===== src/rtl/mem_pkg.sv =====
// Shared types and constants for the memory pipeline stage.
package mem_pkg;

   typedef enum logic [1:0] {
      IDLE = 2'd0,
      WAIT = 2'd1,
      HOLD = 2'd2
   } state_e;

   localparam int LD_LB  = 0;
   localparam int LD_LH  = 1;
   localparam int LD_LW  = 2;
   localparam int LD_LBU = 3;
   localparam int LD_LHU = 4;

   localparam int ST_SB = 0;
   localparam int ST_SH = 1;
   localparam int ST_SW = 2;

   localparam logic [3:0] BE_ALL = 4'b1111;
   localparam logic [3:0] BE_LO  = 4'b0011;
   localparam logic [3:0] BE_HI  = 4'b1100;
   localparam logic [3:0] BE_B0  = 4'b0001;

endpackage


===== src/rtl/mem_align.sv =====
// Byte-lane steering for stores, load extraction/extension and misalign detect.
module mem_align
   import mem_pkg::*;
(
   input  logic [1:0]  addr_lo,
   input  logic        memwrite,
   input  logic [4:0]  loadcntrl,
   input  logic [2:0]  storecntrl,
   input  logic [31:0] rs2,
   input  logic [31:0] rdata,
   output logic [3:0]  be,
   output logic [31:0] wdata,
   output logic [31:0] ld_data,
   output logic        mis
);

   logic [7:0]  byte_sel;
   logic [15:0] half_sel;
   logic        half_acc;
   logic        word_acc;

   always_comb begin
      be    = BE_ALL;
      wdata = rs2;
      if (memwrite) begin
         if (storecntrl[ST_SB]) begin
            be    = BE_B0 << addr_lo;
            wdata = {4{rs2[7:0]}};
         end else if (storecntrl[ST_SH]) begin
            be    = addr_lo[1] ? BE_HI : BE_LO;
            wdata = {2{rs2[15:0]}};
         end
      end
   end

   always_comb begin
      byte_sel = rdata[{addr_lo, 3'b000} +: 8];
      half_sel = addr_lo[1] ? rdata[31:16] : rdata[15:0];
      ld_data  = rdata;
      if (loadcntrl[LD_LB])
         ld_data = {{24{byte_sel[7]}}, byte_sel};
      else if (loadcntrl[LD_LBU])
         ld_data = {24'b0, byte_sel};
      else if (loadcntrl[LD_LH])
         ld_data = {{16{half_sel[15]}}, half_sel};
      else if (loadcntrl[LD_LHU])
         ld_data = {16'b0, half_sel};
   end

   // Byte accesses can never be misaligned, so they do not appear here.
   assign half_acc = loadcntrl[LD_LH] | loadcntrl[LD_LHU] | storecntrl[ST_SH];
   assign word_acc = loadcntrl[LD_LW] | storecntrl[ST_SW];
   assign mis      = (half_acc & addr_lo[0]) | (word_acc & (|addr_lo));

endmodule


===== src/rtl/mem_stage.sv =====
// Memory pipeline stage: dmem req/ack handshake with wait states, timeout,
// debug freeze and the MEM/WB pipeline register.
module mem_stage
   import mem_pkg::*;
#(
   parameter int TIMEOUT = 255,
   parameter int CNT_W   = 8
) (
   input  logic        clk,
   input  logic        Rst,
   input  logic        dbg,
   input  logic [31:0] EX_MEM_alures,
   input  logic [31:0] EX_MEM_mulres,
   input  logic [31:0] EX_MEM_divres,
   input  logic        EX_MEM_mul_ready,
   input  logic        EX_MEM_div_ready,
   input  logic [31:0] EX_MEM_dout_rs2,
   input  logic [4:0]  EX_MEM_rd,
   input  logic        EX_MEM_memread,
   input  logic        EX_MEM_memwrite,
   input  logic        EX_MEM_regwrite,
   input  logic [4:0]  EX_MEM_loadcntrl,
   input  logic [2:0]  EX_MEM_storecntrl,
   output logic        dmem_req,
   output logic        dmem_we,
   output logic [31:0] dmem_addr,
   output logic [3:0]  dmem_be,
   output logic [31:0] dmem_wdata,
   input  logic        dmem_ack,
   input  logic [31:0] dmem_rdata,
   output logic        mem_hold,
   output logic [4:0]  MEM_WB_rd,
   output logic        MEM_WB_regwrite,
   output logic [31:0] WB_res,
   output logic        mem_fault,
   output logic [31:0] mem_fault_addr
);

   state_e             state_q, state_d;
   logic [CNT_W-1:0]   cnt_q, cnt_d;
   logic [31:0]        rdata_q, rdata_d;
   logic [4:0]         rd_q, rd_d;
   logic               rw_q, rw_d;
   logic [31:0]        wb_q, wb_d;
   logic               fault_q, fault_d;
   logic [31:0]        faddr_q, faddr_d;

   logic               acc;
   logic               mis;
   logic [31:0]        ld_src;
   logic [31:0]        ld_data;
   logic [31:0]        nonmem_res;
   logic               ret_rw;
   logic [31:0]        ret_res;

   assign acc    = EX_MEM_memread | EX_MEM_memwrite;
   // Once HOLD is entered the bus word is gone, so use the captured copy.
   assign ld_src = (state_q == HOLD) ? rdata_q : dmem_rdata;

   mem_align u_align (
      .addr_lo    (EX_MEM_alures[1:0]),
      .memwrite   (EX_MEM_memwrite),
      .loadcntrl  (EX_MEM_loadcntrl),
      .storecntrl (EX_MEM_storecntrl),
      .rs2        (EX_MEM_dout_rs2),
      .rdata      (ld_src),
      .be         (dmem_be),
      .wdata      (dmem_wdata),
      .ld_data    (ld_data),
      .mis        (mis)
   );

   assign nonmem_res = EX_MEM_mul_ready ? EX_MEM_mulres :
                       EX_MEM_div_ready ? EX_MEM_divres : EX_MEM_alures;
   assign ret_rw     = EX_MEM_regwrite & ~EX_MEM_memwrite;
   assign ret_res    = EX_MEM_memread  ? ld_data :
                       EX_MEM_memwrite ? 32'h0   : nonmem_res;

   assign dmem_req  = ((state_q == IDLE) & acc & ~mis & ~dbg) | (state_q == WAIT);
   assign dmem_we   = EX_MEM_memwrite;
   assign dmem_addr = {EX_MEM_alures[31:2], 2'b00};
   assign mem_hold  = (dmem_req & ~dmem_ack) | ((state_q == HOLD) & dbg) |
                      ((state_q == IDLE) & acc & dbg);

   always_comb begin
      state_d = state_q;
      cnt_d   = cnt_q;
      rdata_d = rdata_q;
      rd_d    = rd_q;
      rw_d    = rw_q;
      wb_d    = wb_q;
      fault_d = 1'b0;
      faddr_d = faddr_q;
      case (state_q)
         IDLE: begin
            if (!dbg) begin
               if (acc && mis) begin
                  fault_d = 1'b1;
                  faddr_d = EX_MEM_alures;
                  rd_d    = EX_MEM_rd;
                  rw_d    = 1'b0;
                  wb_d    = 32'h0;
               end else if (!acc || dmem_ack) begin
                  rd_d = EX_MEM_rd;
                  rw_d = ret_rw;
                  wb_d = ret_res;
               end else begin
                  state_d = WAIT;
                  cnt_d   = '0;
               end
            end
         end
         WAIT: begin
            if (dmem_ack) begin
               if (!dbg) begin
                  rd_d    = EX_MEM_rd;
                  rw_d    = ret_rw;
                  wb_d    = ret_res;
                  state_d = IDLE;
               end else begin
                  rdata_d = dmem_rdata;
                  state_d = HOLD;
               end
            end else if (cnt_q == CNT_W'(TIMEOUT - 1)) begin
               fault_d = 1'b1;
               faddr_d = EX_MEM_alures;
               rd_d    = EX_MEM_rd;
               rw_d    = 1'b0;
               wb_d    = 32'h0;
               state_d = IDLE;
            end else begin
               cnt_d = cnt_q + 1'b1;
            end
         end
         HOLD: begin
            if (!dbg) begin
               rd_d    = EX_MEM_rd;
               rw_d    = ret_rw;
               wb_d    = ret_res;
               state_d = IDLE;
            end
         end
         default: state_d = IDLE;
      endcase
   end

   always_ff @(posedge clk) begin
      if (Rst) begin
         state_q <= IDLE;
         cnt_q   <= '0;
         rd_q    <= 5'd0;
         rw_q    <= 1'b0;
         wb_q    <= 32'h0;
         fault_q <= 1'b0;
         faddr_q <= 32'h0;
      end else begin
         state_q <= state_d;
         cnt_q   <= cnt_d;
         rd_q    <= rd_d;
         rw_q    <= rw_d;
         wb_q    <= wb_d;
         fault_q <= fault_d;
         faddr_q <= faddr_d;
      end
   end

   always_ff @(posedge clk) begin
      rdata_q <= rdata_d;
   end

   assign MEM_WB_rd       = rd_q;
   assign MEM_WB_regwrite = rw_q;
   assign WB_res          = wb_q;
   assign mem_fault       = fault_q;
   assign mem_fault_addr  = faddr_q;

endmodule


===== config.mk =====
export PLATFORM = sky130hd
export DESIGN_NAME = mem_stage
export DESIGN_NICKNAME = d
export VERILOG_FILES = /design/src/rtl/mem_pkg.sv /design/src/rtl/mem_align.sv /design/src/rtl/mem_stage.sv
export SDC_FILE = /design/constraint.sdc
export NUM_CORES = 1
export LEC_CHECK = 0
export CELL_PAD_IN_SITES_DETAIL_PLACEMENT = 2
export CELL_PAD_IN_SITES_GLOBAL_PLACEMENT = 2
export CORE_UTILIZATION = 24
export CTS_CLUSTER_DIAMETER = 50
export CTS_CLUSTER_SIZE = 28
export DETAILED_ROUTE_END_ITERATION = 8
export PLACE_DENSITY = 0.85
export SYNTH_ARGS = -nofsm -noshare
export SYNTH_HDL_FRONTEND = slang
export SYNTH_SLANG_ARGS = --single-unit

===== constraint.sdc =====
create_clock -name clk -period 2.8 [get_ports clk]
set_input_delay 0.56 -clock clk [delete_from_list [all_inputs] [get_ports clk]]
set_output_delay 0.56 -clock clk [all_outputs]
set_load 0.01 [all_outputs]

==> results of run 1 <==
## metrics by stage
step / utilization [%] / TNS [ns] / cell area (sq um)
floorplan: - / 0 / 7240
global placement: 37.1 / -7.87 / 11000
detailed placement: 37.1 / -12.20 / 11000
CTS: 39.3 / 0 / 11700
global route: 39.2 / -0.00680 / 11600
finish: 39.2 / 0 / 11600
## critical path, stage by stage
cell and delay [ns]:
clkdlybuf4s50_1 0.42, buf_6 0.14, buf_4 0.14, nor2b_1 0.12, buf_4 0.17, a22o_1 0.19
a22o_1 0.19, clkdlybuf4s15_1 0.23
## state kept, by name (all words and copies together) (netlist names)
name / cells
rdata_q: 32
cnt_q: 8
state_q: 2
mem_fault: 1
mem_fault_addr: 32
MEM_WB_regwrite: 1
MEM_WB_rd: 5
WB_res: 32
## area by class of cell
type	count	share of cell area [%]
Antenna cell	1	0.0215
Clock buffer	18	3.69
Clock inverter	14	1.54
Inverter	7	0.226
Multi-Input combinational cell	551	35.0
Sequential cell	113	22.2
Tap cell	390	4.20
Timing Repair Buffer	398	33.2
## layer usage
layer	up-vias	track usage, %
met2	300	41.2
met1	3728	25.1
met3	53	5.65
met4	2	7.90
met5	-	0
li1	3470	-
## power by group through the flow
| stage | Clock [uW] | Sequential, uW | Combinational [uW] |
|---|---|---|---|
| final | 2340 | 1800 | 1440 |
| after global routing | 2450 | 1800 | 1530 |
| after CTS | 2400 | 1800 | 1450 |
| after detailed placement | 0 | 1830 | 1440 |
| after global placement | 0 | 1830 | 1400 |
| after floorplan | 0 | 1850 | 610 |
## placed cells by master, fill, tap and decap left out, drive strengths merged, types with 15 or more instances in the layout
| cell type | n |
|---|---|
| buf | 82 |
| a22o | 17 |
| edfxtp | 32 |
| o22ai | 15 |
| mux2 | 56 |
| clkbuf | 22 |
| o21ai | 60 |
| nor2 | 62 |
| mux2i | 94 |
| a21oi | 45 |
| clkdlybuf4s50 | 294 |
| dfxtp | 81 |
| a221oi | 16 |
| nand2 | 52 |
| a211oi | 26 |
## path summary, 6_finish.rpt
path                     to  slack (ns)                  from  cells past startpoint
min            MEM_WB_rd[4]        0.46                   Rst                      2
max reg2reg       WB_res[1]        0.10            state_q[0]                      9
max          dmem_wdata[29]        0.06  EX_MEM_storecntrl[1]                      8
min reg2reg       WB_res[2]        0.48             WB_res[2]                      2
## kinds of logic after synthesis
group | after synthesis
AO/OA/AOI/OAI | 219
AND/OR/NAND/NOR | 171
multiplexers | 151
other | 1
buffers and inverters | 110
flip-flops | 113
XOR/XNOR | 2
adder cells (fa/ha/maj) | 6
## timing repair
item,in CTS,in global routing
pin swaps,1,0
resized for setup,38,14
setup endpoints to repair,30,14
buffers inserted,6,0
==> results.yml, run 1 <==
run_status:
  status: "complete, no violations"
drt:
  top_layer: "met5"
  drc: 0
  wire_per_inst_um: 23.5
  wl_mm: 35.1
  vias_per_cell: 5.06
  wl_met1_mm: 14.0
  wl_met3_mm: 2.18
  drtIter0Drc: 288
  ant_nets: 0
  dr_total_vias: 7553
  drtPass1Iterations: 4
  wl_met2_mm: 18.0
grt:
  grt_first_pass_wirelength_mm: 52.1
  gr-total-overflow: 0
  antenna_found_initial: 2
  grt_max_degree: 34
  grtUsageTotal_pct: 22.5
  grt_pass1_vias: 8424
logic_synthesis:
  syn_inst: 773
  seq_area_frac_synth_pct: 35.7
  synth_top_area_share_pct: 22.4
  synth-seq-cells: 113
  synth_fa_ha_area_share_pct: 1.04
  synth_area_leader_cell: "dfxtp_1"
  synth-simple-area-share_pct: 11.1
  synth_compound_area_share_pct: 21.5
  synth_xor_area_share_pct: 0.242
  yosys_warnings: 0
  synth_top_family_by_area: "multiplexers"
  syn_avg_cell_area_sq_um: 9.37
  yosysMostFrequentCell: "mux2i_1"
  synthArstFlopShare_pct: 0
  ys.flop_type: "dfxtp_1"
  synth_cell_types: 59
  syn_area_sq_um: 7240
  synth_edf_count: 32
  synthMuxAreaShare_pct: 22.0
  synthTopCellsByArea: "dfxtp_1, edfxtp_1, mux2i_1"
  synthTopCellsByCount: "mux2i_1, dfxtp_1, nor2_1"
clock_network:
  cts_buffers: 17
  clk_pin_slew_ns: 0.06
  cts.sinks: 113
  ctsHoldBuffers: 0
  clk_latency_ns: 0.43
  cts_tree: "yes"
  clock-root-buffer: "clkbuf_16"
  cts-htree-levels: 4
  clk_path_buf_depth: 2
power:
  clkPwrFrac_pct: 41.9
  p_sw_uw: 1660
  p_seq_share_pct: 32.2
  vdd_drop_max_mv: 0.271
  p_comb_share_pct: 25.9
  power_uw: 5580
  p_leak_uw: 0.00449
  swShare_pct: 29.6
  p_int_uw: 3930
  powerDensity_nw_per_um2: 480
sta:
  finClkSkew_ns: 0.0131
  hold_viol_final: 0
  slew_viol_final: 0
  fmax_mhz: 365
  setup_ws_ns: 0.0624
  min_period_over_period_pct: 97.8
  whs_ns: 0.459
  slew_headroom_pct: 52.5
  period_minus_slack_ns: 2.74
  finalSetupViolations: 0
  tightestPinTransition_ns: 0.706
worst_setup_path:
  worst_setup_path_start_kind: "input pin"
  cp.arrival_ns: 2.18
  cp_max_fo: 8
  crit_type: "in -> out"
  end_kind: "output pin"
  cp.required_ns: 2.24
flow_run:
  max_cap_violations: 0
placed_design:
  place_inst: 1453
  dp_hpwl_mm: 26.8
  portBuffers: 321
  gp_congestion: 0.855
  dpl_worst_slack_ns: -0.293
floorplan:
  start_util_pct: 24.4
  fp.dieH_um: 176
  fp.coreArea_sq_um: 29600
  fp.dieW_um: 176
  rows: 63
  num_io_pins: 324
  dieArea_sq_um: 30900
cells_and_area:
  drive_above_1_share_pct: 17.8
  seq_area_sq_um: 2580
  fillCellCount: 3200
  fin_cells: 1492
  nets: 1276
  area_growth_pct: 60.7
  multi_input_area_sq_um: 4070
hold_path:
  min_path_type: "in -> reg"
No activity file was read; power rests on OpenSTA's default activity.
==> run 2: changes to the inputs <==
Settings changed: GPL_ROUTABILITY_DRIVEN from default to 0.
==> results of run 2 <==
Same layout as run 1: the final DEF is identical, and so are final timing and power.
==> run 3: changes to the inputs <==
Settings changed: ABC_CLOCK_PERIOD_IN_PS from default to 2800.
==> results of run 3 <==
Same layout as run 1: the final DEF is identical, and so are final timing and power.
